<file path="src/rtl/drum_div_pkg.sv">
// Shared types and width helpers for the DRUM approximate divider.
package drum_div_pkg;

   typedef enum logic [1:0] {
      IDLE,
      NORM,
      DIV,
      DONE
   } state_e;

   function automatic int cntWidth(input int k);
      return (2 * k > 1) ? $clog2(2 * k) : 1;
   endfunction

   // Wide enough for sa - sb - K over its full range, plus a sign bit.
   function automatic int expWidth(input int n, input int m, input int k);
      return $clog2(n + m + k + 1) + 1;
   endfunction

endpackage

</file>
<file path="src/rtl/drum_lod_trunc.sv">
// Leading-one detect and K-bit truncation with the kept LSB forced high.
module drum_lod_trunc #(
   parameter int W = 8,
   parameter int K = 4
) (
   input  logic [W-1:0]         x_i,
   output logic [K-1:0]         xt_o,
   output logic [$clog2(W)-1:0] sft_o
);

   localparam int LW = $clog2(W);

   logic [LW-1:0] lead;

   always_comb begin
      lead = '0;
      for (int i = 0; i < W; i++) begin
         if (x_i[i]) lead = LW'(i);
      end
   end

   // Small operands (leading one below K) pass through untouched and unshifted.
   always_comb begin
      xt_o  = x_i[K-1:0];
      sft_o = '0;
      if (int'(lead) >= K) begin
         sft_o = lead - LW'(K - 1);
         xt_o  = K'(x_i >> sft_o) | K'(1);
      end
   end

endmodule

</file>
<file path="src/rtl/drum_div.sv">
// DRUM approximate divider: truncate operands, restoring divide, rescale by exponents.
module drum_div
   import drum_div_pkg::*;
#(
   parameter int N = 8,
   parameter int M = 4,
   parameter int K = 4
) (
   input  logic         clk,
   input  logic         rst,
   input  logic         start,
   input  logic [N-1:0] a,
   input  logic [M-1:0] b,
   output logic         busy,
   output logic         valid,
   output logic [N-1:0] q,
   output logic         div_by_zero
);

   localparam int CW  = cntWidth(K);
   localparam int EW  = expWidth(N, M, K);
   localparam int SW  = N + 2 * K;
   localparam int SAW = $clog2(N);
   localparam int SBW = $clog2(M);

   state_e               stateQ, stateD;
   logic                 accept;
   logic [N-1:0]         aQ;
   logic [M-1:0]         bQ;
   logic [K-1:0]         at, bt;
   logic [SAW-1:0]       sa;
   logic [SBW-1:0]       sb;
   logic [K-1:0]         btQ, remQ;
   logic [2*K-1:0]       quoQ;
   logic [CW-1:0]        cntQ;
   logic                 divDoneQ;
   logic signed [EW-1:0] expQ;
   logic [N-1:0]         qQ;
   logic                 dbzQ;
   logic [K:0]           remShift;
   logic                 quoBit;
   logic [K-1:0]         remNext;
   logic [SW-1:0]        quoWide, scaled;
   logic [EW-1:0]        negExp;
   logic                 overflow;
   logic [N-1:0]         qScaled;

   drum_lod_trunc #(.W(N), .K(K)) uLodA (
      .x_i   (aQ),
      .xt_o  (at),
      .sft_o (sa)
   );

   drum_lod_trunc #(.W(M), .K(K)) uLodB (
      .x_i   (bQ),
      .xt_o  (bt),
      .sft_o (sb)
   );

   always_comb begin
      stateD = stateQ;
      accept = 1'b0;
      case (stateQ)
         IDLE: begin
            if (start) begin
               stateD = NORM;
               accept = 1'b1;
            end
         end
         NORM: stateD = DIV;
         DIV: begin
            if (divDoneQ) stateD = DONE;
         end
         DONE: begin
            stateD = IDLE;
            if (start) begin
               stateD = NORM;
               accept = 1'b1;
            end
         end
         default: stateD = IDLE;
      endcase
   end

   // One restoring step: bring down the next dividend bit, subtract if it fits.
   always_comb begin
      remShift = {remQ, quoQ[2*K-1]};
      quoBit   = (remShift >= {1'b0, btQ});
      remNext  = quoBit ? K'(remShift - {1'b0, btQ}) : remShift[K-1:0];
   end

   always_comb begin
      quoWide  = {{N{1'b0}}, quoQ};
      negExp   = EW'(-expQ);
      scaled   = expQ[EW-1] ? (quoWide >> negExp) : (quoWide << $unsigned(expQ));
      overflow = |scaled[SW-1:N];
      qScaled  = (overflow || (bQ == '0)) ? {N{1'b1}} : scaled[N-1:0];
   end

   // Divider registers load in NORM, iterate in DIV, and the scaled result lands on DONE entry.
   always_ff @(posedge clk) begin
      if (rst) begin
         stateQ   <= IDLE;
         aQ       <= '0;
         bQ       <= '0;
         btQ      <= '0;
         remQ     <= '0;
         quoQ     <= '0;
         cntQ     <= '0;
         divDoneQ <= 1'b0;
         expQ     <= '0;
         qQ       <= '0;
         dbzQ     <= 1'b0;
      end else begin
         stateQ <= stateD;
         if (accept) begin
            aQ <= a;
            bQ <= b;
         end
         case (stateQ)
            NORM: begin
               btQ      <= bt;
               remQ     <= '0;
               quoQ     <= {at, K'(0)};
               cntQ     <= '0;
               divDoneQ <= 1'b0;
               expQ     <= EW'(sa) - EW'(sb) - EW'(K);
            end
            DIV: begin
               if (!divDoneQ) begin
                  remQ <= remNext;
                  quoQ <= {quoQ[2*K-2:0], quoBit};
                  cntQ <= cntQ + CW'(1);
                  if (cntQ == CW'(2 * K - 1)) divDoneQ <= 1'b1;
               end else begin
                  qQ   <= qScaled;
                  dbzQ <= (bQ == '0);
               end
            end
            default: ;
         endcase
      end
   end

   assign busy        = (stateQ == NORM) || (stateQ == DIV);
   assign valid       = (stateQ == DONE);
   assign q           = qQ;
   assign div_by_zero = dbzQ;

endmodule

</file>
<file path="config.mk">
export PLATFORM = sky130hd
export DESIGN_NAME = drum_div
export DESIGN_NICKNAME = d
export VERILOG_FILES = /design/src/rtl/drum_div_pkg.sv /design/src/rtl/drum_lod_trunc.sv /design/src/rtl/drum_div.sv
export SDC_FILE = /design/constraint.sdc
export NUM_CORES = 1
export LEC_CHECK = 0
export BUFFER_PORTS_ARGS = -buffer_cell sky130_fd_sc_hd__buf_2
export CAP_MARGIN = 20
export CELL_PAD_IN_SITES_DETAIL_PLACEMENT = 1
export CELL_PAD_IN_SITES_GLOBAL_PLACEMENT = 2
export CORE_MARGIN = 2
export CORE_UTILIZATION = 35
export DETAILED_ROUTE_END_ITERATION = 6
export PLACE_DENSITY_LB_ADDON = 0.12
export SETUP_SLACK_MARGIN = 0.5
export SKIP_CTS_REPAIR_TIMING = 1
export SLEW_MARGIN = 20
export SYNTH_ARGS = -nofsm -noshare
export SYNTH_HDL_FRONTEND = slang
export SYNTH_SLANG_ARGS = --single-unit
</file>
<file path="constraint.sdc">
create_clock -name clk -period 3 [get_ports clk]
set_clock_uncertainty 0.15 [all_clocks]
set_input_delay 0.6 -clock clk [delete_from_list [all_inputs] [get_ports clk]]
set_output_delay 0.6 -clock clk [all_outputs]
set_load 0.02 [all_outputs]
</file>
==> summary.txt, run 1 <==
Yosys
  – Post-synthesis cell area: approximately 0.0028 mm^2
  – Post-synth EDFFs: 0
  – Top cells by count, synth: nand2_1 (52), dfxtp_1 (46), nor2_1 (32)
  – Post-synth top flop: dfxtp_1
  – Largest cells by area after synthesis: dfxtp_1 (33%), nand2_1 (6.9%), ha_1 (6.2%)
  – Count leader, synth: nand2_1
  – Synthesized instance count: 364
  – Synth cell types: slightly below 60
  – Post-synth net total: roughly 400
  – Asr flop ratio synth: 0%
  – #FFs+latches synth: 46
  – Area leader, netlist: dfxtp_1
  – Register area share after synthesis: between 30% and 40%
  – Share of the synthesized area in the top cell type: about 33%
  – Synthesized area per cell: about 7.8 um^2
  – Syn. warnings: 0

Floorplan
  – Die H: between 90 and 100 um
  – Die ar.: just under 0.009 mm^2
  – Die width: 94.0 um
  – Starting Density: between 30% and 40%
  – Boundary Pins: 26
  – Core area: between 0.007 and 0.008 mm^2
  – Row count: 32

Hold path
  – Hold Path Depth: 2
  – Hold Path End: aQ[0]$_SDFFE_PP0P_
  – Hold path startpoint: aQ[0]$_SDFFE_PP0P_
  – Hold Crit Class: flip-flop to flip-flop

Critical path
  – Top delay family on crit path: compound AO/OA/AOI/OAI gates
  – R2r worst-path depth: 7
  – RR Startpoint: aQ[4]$_SDFFE_PP0P_
  – Crit Path Max Fanout: 12
  – Crit. End Element: flip-flop
  – RR Endpoint: quoQ[5]$_SDFFE_PP0P_
  – Reg2Reg Setup Slack: ~0.59 ns
  – CP Class: flip-flop to flip-flop
  – Critical path data arrival time: between 2 and 2.5 ns
  – Crit path launch: aQ[4]$_SDFFE_PP0P_
  – Buf/Inv on CP: 0
  – Slowest-stage cell, CP: or3b_1
  – Critical path required time: 3.06 ns
  – CP peak stage delay: 0.43 ns
  – Crit start category: flip-flop
  – Critical Path, Cell by Cell: or3b_1, a31oi_2, ha_4, a221o_1, o211ai_1, a31oi_1, o31ai_1

Timing
  – Hold Vio Cnt, Final: 0
  – Fmax: ~420 MHz
  – Post-route minimum period: 2.41 ns
  – Final WS setup: about 0.59 ns
  – Slew Limit Fails: 0
  – Period Utilization, post-route: between 80 and 90%
  – RSZ-0062 raised after global routing: yes
  – Max transition margin: between 40 and 50%
  – Slew at the pin with the worst max-slew slack: 0.755 ns
  – Total Neg Setup Slack: 0 ns
  – Endpoints failing setup: 0

Pwr
  – Static leakage: ~1.2 nW
  – Cell Pwr Density: around 860 mW/mm^2
  – VDD IR max: 459 uV

Placement
  – DP Worst Slack: between 0.4 and 0.5 ns
  – Placed cells: 474
  – DP HPWL: a little under 6 mm
  – Global placement routability congestion: 0.834
  – PortBufs: 25

Clock network
  – Root buf cell: clkbuf_8
  – CTS buffer count: 5
  – CTS tree: done
  – Worst-skew pair later-pin latency: approximately 0.3 ns
  – CTS H-tree depth: 2
  – Clock Sink Count: 46
  – CTS Buffer Depth: 2
  – Clock Pin Slew Worst Setup and Hold Paths: about 0.090 ns

Routing
  – Via density: between 5 and 6
  – WL/cell: between 15 and 20 um
  – Routed WL: around 7.9 mm
  – Vias post-DR: between 2,000 and 3,000
  – DRT iter0 DRCs: 73
  – Antenna-violating nets left: 0
  – Drt first pass iters: 4
  – Residual DRC: 0

Global routing
  – First-pass GRT wire length: between 10 and 15 mm
  – GRT Total Usage: between 10% and 20%
  – Antenna violations before repair: 0
  – Remaining Overflow, GRT: 0
  – Pin count of the biggest net entering global routing: 24
  – Vias in the first global route: 2,705

Finish
  – Layout Nets: just over 400
  – Ant. Diodes: 0
  – Non-Filler Instances: between 400 and 500
  – Area Overhead vs Synth: 10.9%
  – Layout cells sized above 1: a little over an eighth
  – Fin util: around two fifths

Status
  – Outcome: finished clean

Flow run
  – MaxCap Viol Count: 0
[flip-flops by register name, summed over array words and instances, names as in the netlist]
| name | count |
|---|---|
| quoQ | 8 |
| aQ | 8 |
| expQ | 3 |
| remQ | 4 |
| bQ | 4 |
| div_by_zero | 1 |
| cntQ | 3 |
| btQ | 4 |
| q | 8 |
| divDoneQ | 1 |
| stateQ | 2 |
[worst max path at each step]
stage | depth (start not counted) | slack [ns] | to
2_1_floorplan | 8 | 0.75 | quoQ[5]$_SDFFE_PP0P_
3_3_place_gp | 7 | 0.59 | quoQ[5]$_SDFFE_PP0P_
3_5_place_dp | 7 | 0.49 | quoQ[5]$_SDFFE_PP0P_
4_1_cts | 7 | 0.47 | quoQ[5]$_SDFFE_PP0P_
5_1_grt | 7 | 0.43 | quoQ[5]$_SDFFE_PP0P_
6_report | 7 | 0.59 | quoQ[5]$_SDFFE_PP0P_
[per-stage QoR]
stage,power (mW),instance area (um^2),hold slack (ns)
after floorplan,1.94,2830,0.287
after global placement,2.27,3030,0.301
after detailed placement,2.28,3030,0.318
after CTS,2.68,3120,0.331
after global routing,2.95,3140,0.345
final,2.70,3140,0.325
[layer usage]
layer / wire length, um / up-vias / global-route usage (%)
met5: 0 / - / 0
met4: 71 / 0 / 4.35
met3: 121 / 6 / 2.89
met2: 3870 / 22 / 33.2
met1: 3790 / 1281 / 24.8
li1: - / 1345 / -
[worst register-to-register path, delay by kind of cell (launching register included)]
kind	cells	cell delay [ns]
fa+ha+maj	1	0.29
simple gates	1	0.43
compound gates	5	1.03
flops	1	0.42
[cell type report]
cell class / count / area (um^2)
Fill cell: 965 / 4630
Clock buffer: 6 / 72.6
Clock inverter: 2 / 13.8
Tap cell: 102 / 128
Timing Repair Buffer: 31 / 170
Sequential cell: 46 / 921
Multi-Input combinational cell: 276 / 1770
Inverter: 19 / 71.3
[cell usage in the layout (no fill, tap or decap), types with 3 or more instances in the layout]
master	instances
inv_1	16
o21ai_0	20
nand2_1	52
a22oi_1	7
o21ai_1	5
a21oi_1	28
dfxtp_1	46
nand2b_1	9
ha_1	13
buf_4	6
inv_2	3
a31oi_1	11
nor2_1	32
o211ai_1	4
nor3_1	4
nand4_1	3
a32o_1	6
mux2i_1	13
buf_2	25
clkbuf_8	5
nor2b_1	6
nand3_1	10
mux2_2	4
[cell families after synthesis]
kind of cell             share of synthesized area [%]
adder cells (fa/ha/maj)                           6.89
AO/OA/AOI/OAI                                     25.7
AND/OR/NAND/NOR                                   21.9
flip-flops                                        32.5
buffers and inverters                             6.05
multiplexers                                      6.98
[where the power goes]
group | internal [mW] | total, mW | leakage, nW | switching (mW)
Combinational | 0.572 | 1.45 | 0.773 | 0.883
Sequential | 0.714 | 0.856 | 0.374 | 0.142
Clock | 0.165 | 0.389 | 0.0452 | 0.224
Power figures use the tool's default switching activity.
==> inputs of run 2 (changes only) <==
--- a/config.mk
+++ b/config.mk
@@ -5,12 +5,13 @@
 export SDC_FILE = /design/constraint.sdc
 export NUM_CORES = 1
 export LEC_CHECK = 0
+export ABC_AREA = 1
 export BUFFER_PORTS_ARGS = -buffer_cell sky130_fd_sc_hd__buf_2
 export CAP_MARGIN = 20
 export CELL_PAD_IN_SITES_DETAIL_PLACEMENT = 1
 export CELL_PAD_IN_SITES_GLOBAL_PLACEMENT = 2
 export CORE_MARGIN = 2
-export CORE_UTILIZATION = 35
+export CORE_UTILIZATION = 30
 export DETAILED_ROUTE_END_ITERATION = 6
 export PLACE_DENSITY_LB_ADDON = 0.12
 export SETUP_SLACK_MARGIN = 0.5
==> constraint.sdc (replaced) <==
create_clock -name clk -period 2.1 [get_ports clk]
set_clock_uncertainty 0.15 [all_clocks]
set_input_delay 0.42 -clock clk [delete_from_list [all_inputs] [get_ports clk]]
set_output_delay 0.42 -clock clk [all_outputs]
set_load 0.02 [all_outputs]
==> run 2 against run 1 <==
  * Sequential cell count unchanged
  * Global-route usage is 1.3 points lower
  * Non-clock buffer count grew 40
  * Combinational power grew to 2.8 times the previous value
  * Via count up 13%
  * Critical endpoint is now quoQ[7]$_SDFFE_PP0P_
  * Largest cell class unchanged
==> summary.txt, run 2 <==
Timing
  – Slew Limit Fails: 0 (unchanged)
  – Fmax: 539 MHz (+30%)
  – Hold Vio Cnt, Final: 0 (unchanged)
  – Post-route minimum period: 1.86 ns (-0.553 ns)
  – Slew at the pin with the worst max-slew slack: 0.415 ns (-0.341 ns)
  – Max transition margin: 72.1% (+23 points)
  – Hold WS: 0.209 ns (-0.116 ns)
  – Period Utilization, post-route: 88.4% (+8.1 points)
  – Endpoints failing setup: 0 (unchanged)
  – Final WS setup: 0.244 ns (-0.347 ns)
  – RSZ-0062 raised after global routing: yes
  – Total Neg Setup Slack: 0 ns (unchanged)

Finish
  – Most frequent cells in the layout: nand2_1 (77), a21oi_1 (43), buf_4 (40)
  – Layout cells sized above 1: 37.3% (+24 points)
  – Commonest non-fill, non-tap cell in the layout: nand2_1
  – Area Overhead vs Synth: 35.9%
  – Ant. Diodes: 0 (unchanged)
  – Non-Filler Instances: 620 (+29%)
  – Layout Nets: 520 (+27%)
  – # fillers: 1,172 (+21%)
  – Design Area, Final: 0.00388 mm^2 (+23%)
  – Fin util: 41.9% (+1.5 points)

Routing
  – Antenna-violating nets left: 0 (unchanged)
  – Vias post-DR: 2,987 (+13%)
  – DR WL met3: 207 um (+71%)
  – Residual DRC: 0 (unchanged)
  – WL met2: 4.71 mm (+22%)
  – WL/cell: 14.9 um (-8.5%)
  – Met1 WL: 4.21 mm (+11%)
  – Uppermost layer routed: met4
  – Via density: 4.82 (-13%)
  – DRT iter0 DRCs: 51 (-30%)
  – Routed WL: 9.25 mm (+18%)
  – Drt first pass iters: 4 (unchanged)

Critical path
  – RR Endpoint: quoQ[7]$_SDFFE_PP0P_
  – Reg2Reg Setup Slack: 0.24 ns (-0.35 ns)
  – CP Class: flip-flop to flip-flop
  – CP peak stage delay: 0.36 ns (-0.07 ns)
  – Crit Path Max Fanout: 5 (-7)
  – Top delay family on crit path: simple AND/OR/NAND/NOR gates
  – Critical path required time: 2.15 ns (-0.91 ns)
  – RR Startpoint: aQ[2]$_SDFFE_PP0P_
  – Crit. End Element: flip-flop
  – R2r worst-path depth: 16 (+9)
  – Most used cell, CP: nand2_1
  – Crit start category: flip-flop
  – Critical path data arrival time: 1.91 ns (-0.56 ns)
  – Slowest-stage cell, CP: dfxtp_2
  – Buf/Inv on CP: 3 (+3)
  – Critical Path, Cell by Cell: inv_4, nand2_2, nand2_2, nand2_2, nand2_4, nand2_4, inv_4, ha_4, inv_4, o21a_1, nand2_1, nand2_1, nand2_1, nand2_1, nand2_1, a21oi_1

Yosys
  – Share of the synthesized area in the top cell type: 32.3% (-0.21 points)
  – Asr flop ratio synth: 0% (unchanged)
  – Synthesized area per cell: 6.65 um^2 (-15%)
  – Area leader, netlist: dfxtp_1
  – Post-synth net total: 459 (+16%)
  – Register area share after synthesis: 32.3% (-0.21 points)
  – Count leader, synth: nand2_1
  – Post-synth EDFFs: 0 (unchanged)
  – Synthesized instance count: 429 (+18%)
  – Post-synthesis cell area: 0.00285 mm^2 (+0.66%)
  – Syn. warnings: 0 (unchanged)
  – Top cells by count, synth: nand2_1 (92), inv_1 (51), o21ai_0 (50)
  – Post-synth top flop: dfxtp_1
  – #FFs+latches synth: 46 (unchanged)
  – Synth cell types: 38 (-36%)
  – Largest cells by area after synthesis: dfxtp_1 (32%), nand2_1 (12%), o21ai_0 (8.8%)

Pwr
  – P_sw: 2.89 mW (+130%)
  – Combinational power share: 66.4% (+13 points)
  – Switching Fraction: 47.1% (+0.81 points)
  – VDD IR max: 649 uV (+41%)
  – Cell Pwr Density: 1590 mW/mm^2 (+84%)
  – Tot Pwr: 6.14 mW (+130%)
  – Static leakage: 1.63 nW (+37%)
  – Flop pwr share: 22.3% (-9.4 points)
  – Internal power: 3.25 mW (+120%)
  – Clock power frac: 11.3% (-3.1 points)

Placement
  – Area after DPL: 0.00325 mm^2 (+7.2%)
  – DP HPWL: 6.60 mm (+11%)
  – Global placement routability congestion: 0.790 (-5.2%)
  – Placed cells: 579 (+22%)
  – DP Worst Slack: 0.0580 ns (-0.433 ns)
  – PortBufs: 25 (unchanged)

Floorplan
  – Core area: 0.00924 mm^2 (+19%)
  – Row count: 35 (+9.4%)
  – Die ar.: 0.0103 mm^2 (+17%)
  – Die width: 101 um (+8.0%)
  – Boundary Pins: 26 (unchanged)
  – Starting Density: 30.9% (-5.6 points)
  – Die H: 101 um (+8.0%)

Clock network
  – Clock Sink Count: 46 (unchanged)
  – CTS Buffer Depth: 2 (unchanged)
  – Clock Pin Slew Worst Setup and Hold Paths: 0.10 ns (about the same)
  – Worst-skew pair later-pin latency: 0.31 ns (about the same)
  – CTS buffer count: 5 (unchanged)
  – CTS H-tree depth: 2 (unchanged)
  – Root buf cell: clkbuf_8
  – CTS tree: done

Hold path
  – Hold Crit Class: input pin to flip-flop
  – Hold Path Depth: 3 (+1)
  – Hold Path End: aQ[0]$_SDFFE_PP0P_
  – Hold path startpoint: a[0]

Status
  – Outcome: finished clean

Global routing
  – Vias in the first global route: 2,857 (+5.6%)
  – Antenna violations before repair: 0 (unchanged)
  – GRT Total Usage: 17.8% (-1.3 points)
  – Remaining Overflow, GRT: 0 (unchanged)
  – Pin count of the biggest net entering global routing: 30 (+25%)
  – First-pass GRT wire length: 14.3 mm (+6.5%)

Flow run
  – MaxCap Viol Count: 0 (unchanged)
==> run 2: metal layers <==
layer  vias to the layer above  track usage [%]
met5                         -                0
met4                         0             4.57
met3                         8             2.48
met2                        29             31.8
met1                      1421             22.5
li1                       1529                -
==> run 2: power by group through the flow <==
stage                     clock network [mW]  logic, mW  registers (mW)
after floorplan                            0       2.38            1.25
after global placement                     0       3.03            1.33
after detailed placement                   0       3.05            1.33
after CTS                              0.719       3.07            1.31
after global routing                   0.759       4.55            1.40
final                                  0.692       4.08            1.37
==> run 2: layout make-up <==
type                            count  area (um^2)  share of cell area, %
Sequential cell                    46          957                   24.7
Timing Repair Buffer               71          499                   12.9
Clock inverter                      3         45.0                   1.16
Multi-Input combinational cell    310         1910                   49.2
Inverter                           56          238                   6.13
Tap cell                          129          161                   4.16
Clock buffer                        5         68.8                   1.78
==> run 2: worst max-delay path by stage <==
stage	start	end	slack (ns)	depth (start not counted)
floorplan	expQ[0]$_SDFFE_PP0P_	q[0]$_SDFFE_PP0P_	0.28	15
global placement	quoQ[7]$_SDFFE_PP0P_	remQ[2]$_SDFFE_PP0P_	0.13	10
detailed placement	quoQ[7]$_SDFFE_PP0P_	remQ[2]$_SDFFE_PP0P_	0.06	10
CTS	quoQ[7]$_SDFFE_PP0P_	remQ[2]$_SDFFE_PP0P_	0.03	10
global route	aQ[2]$_SDFFE_PP0P_	quoQ[7]$_SDFFE_PP0P_	0.09	16
finish	aQ[2]$_SDFFE_PP0P_	quoQ[7]$_SDFFE_PP0P_	0.24	16
==> run 2: worst reg2reg max path, stage by stage (launching register included) <==
cell,delay (ns)
dfxtp_2,0.36
inv_4,0.04
nand2_2,0.05
nand2_2,0.05
nand2_2,0.08
nand2_4,0.06
nand2_4,0.08
inv_4,0.04
ha_4,0.30
inv_4,0.05
o21a_1,0.16
nand2_1,0.05
nand2_1,0.04
nand2_1,0.07
nand2_1,0.05
nand2_1,0.07
a21oi_1,0.06
==> run 2: cell families after synthesis <==
family / Yosys count / synth area share [%]
buffers and inverters: 73 / 11.1
flip-flops: 46 / 32.3
adder cells (fa/ha/maj): 15 / 6.85
AND/OR/NAND/NOR: 177 / 27.0
XOR/XNOR: 1 / 0.307
AO/OA/AOI/OAI: 117 / 22.5
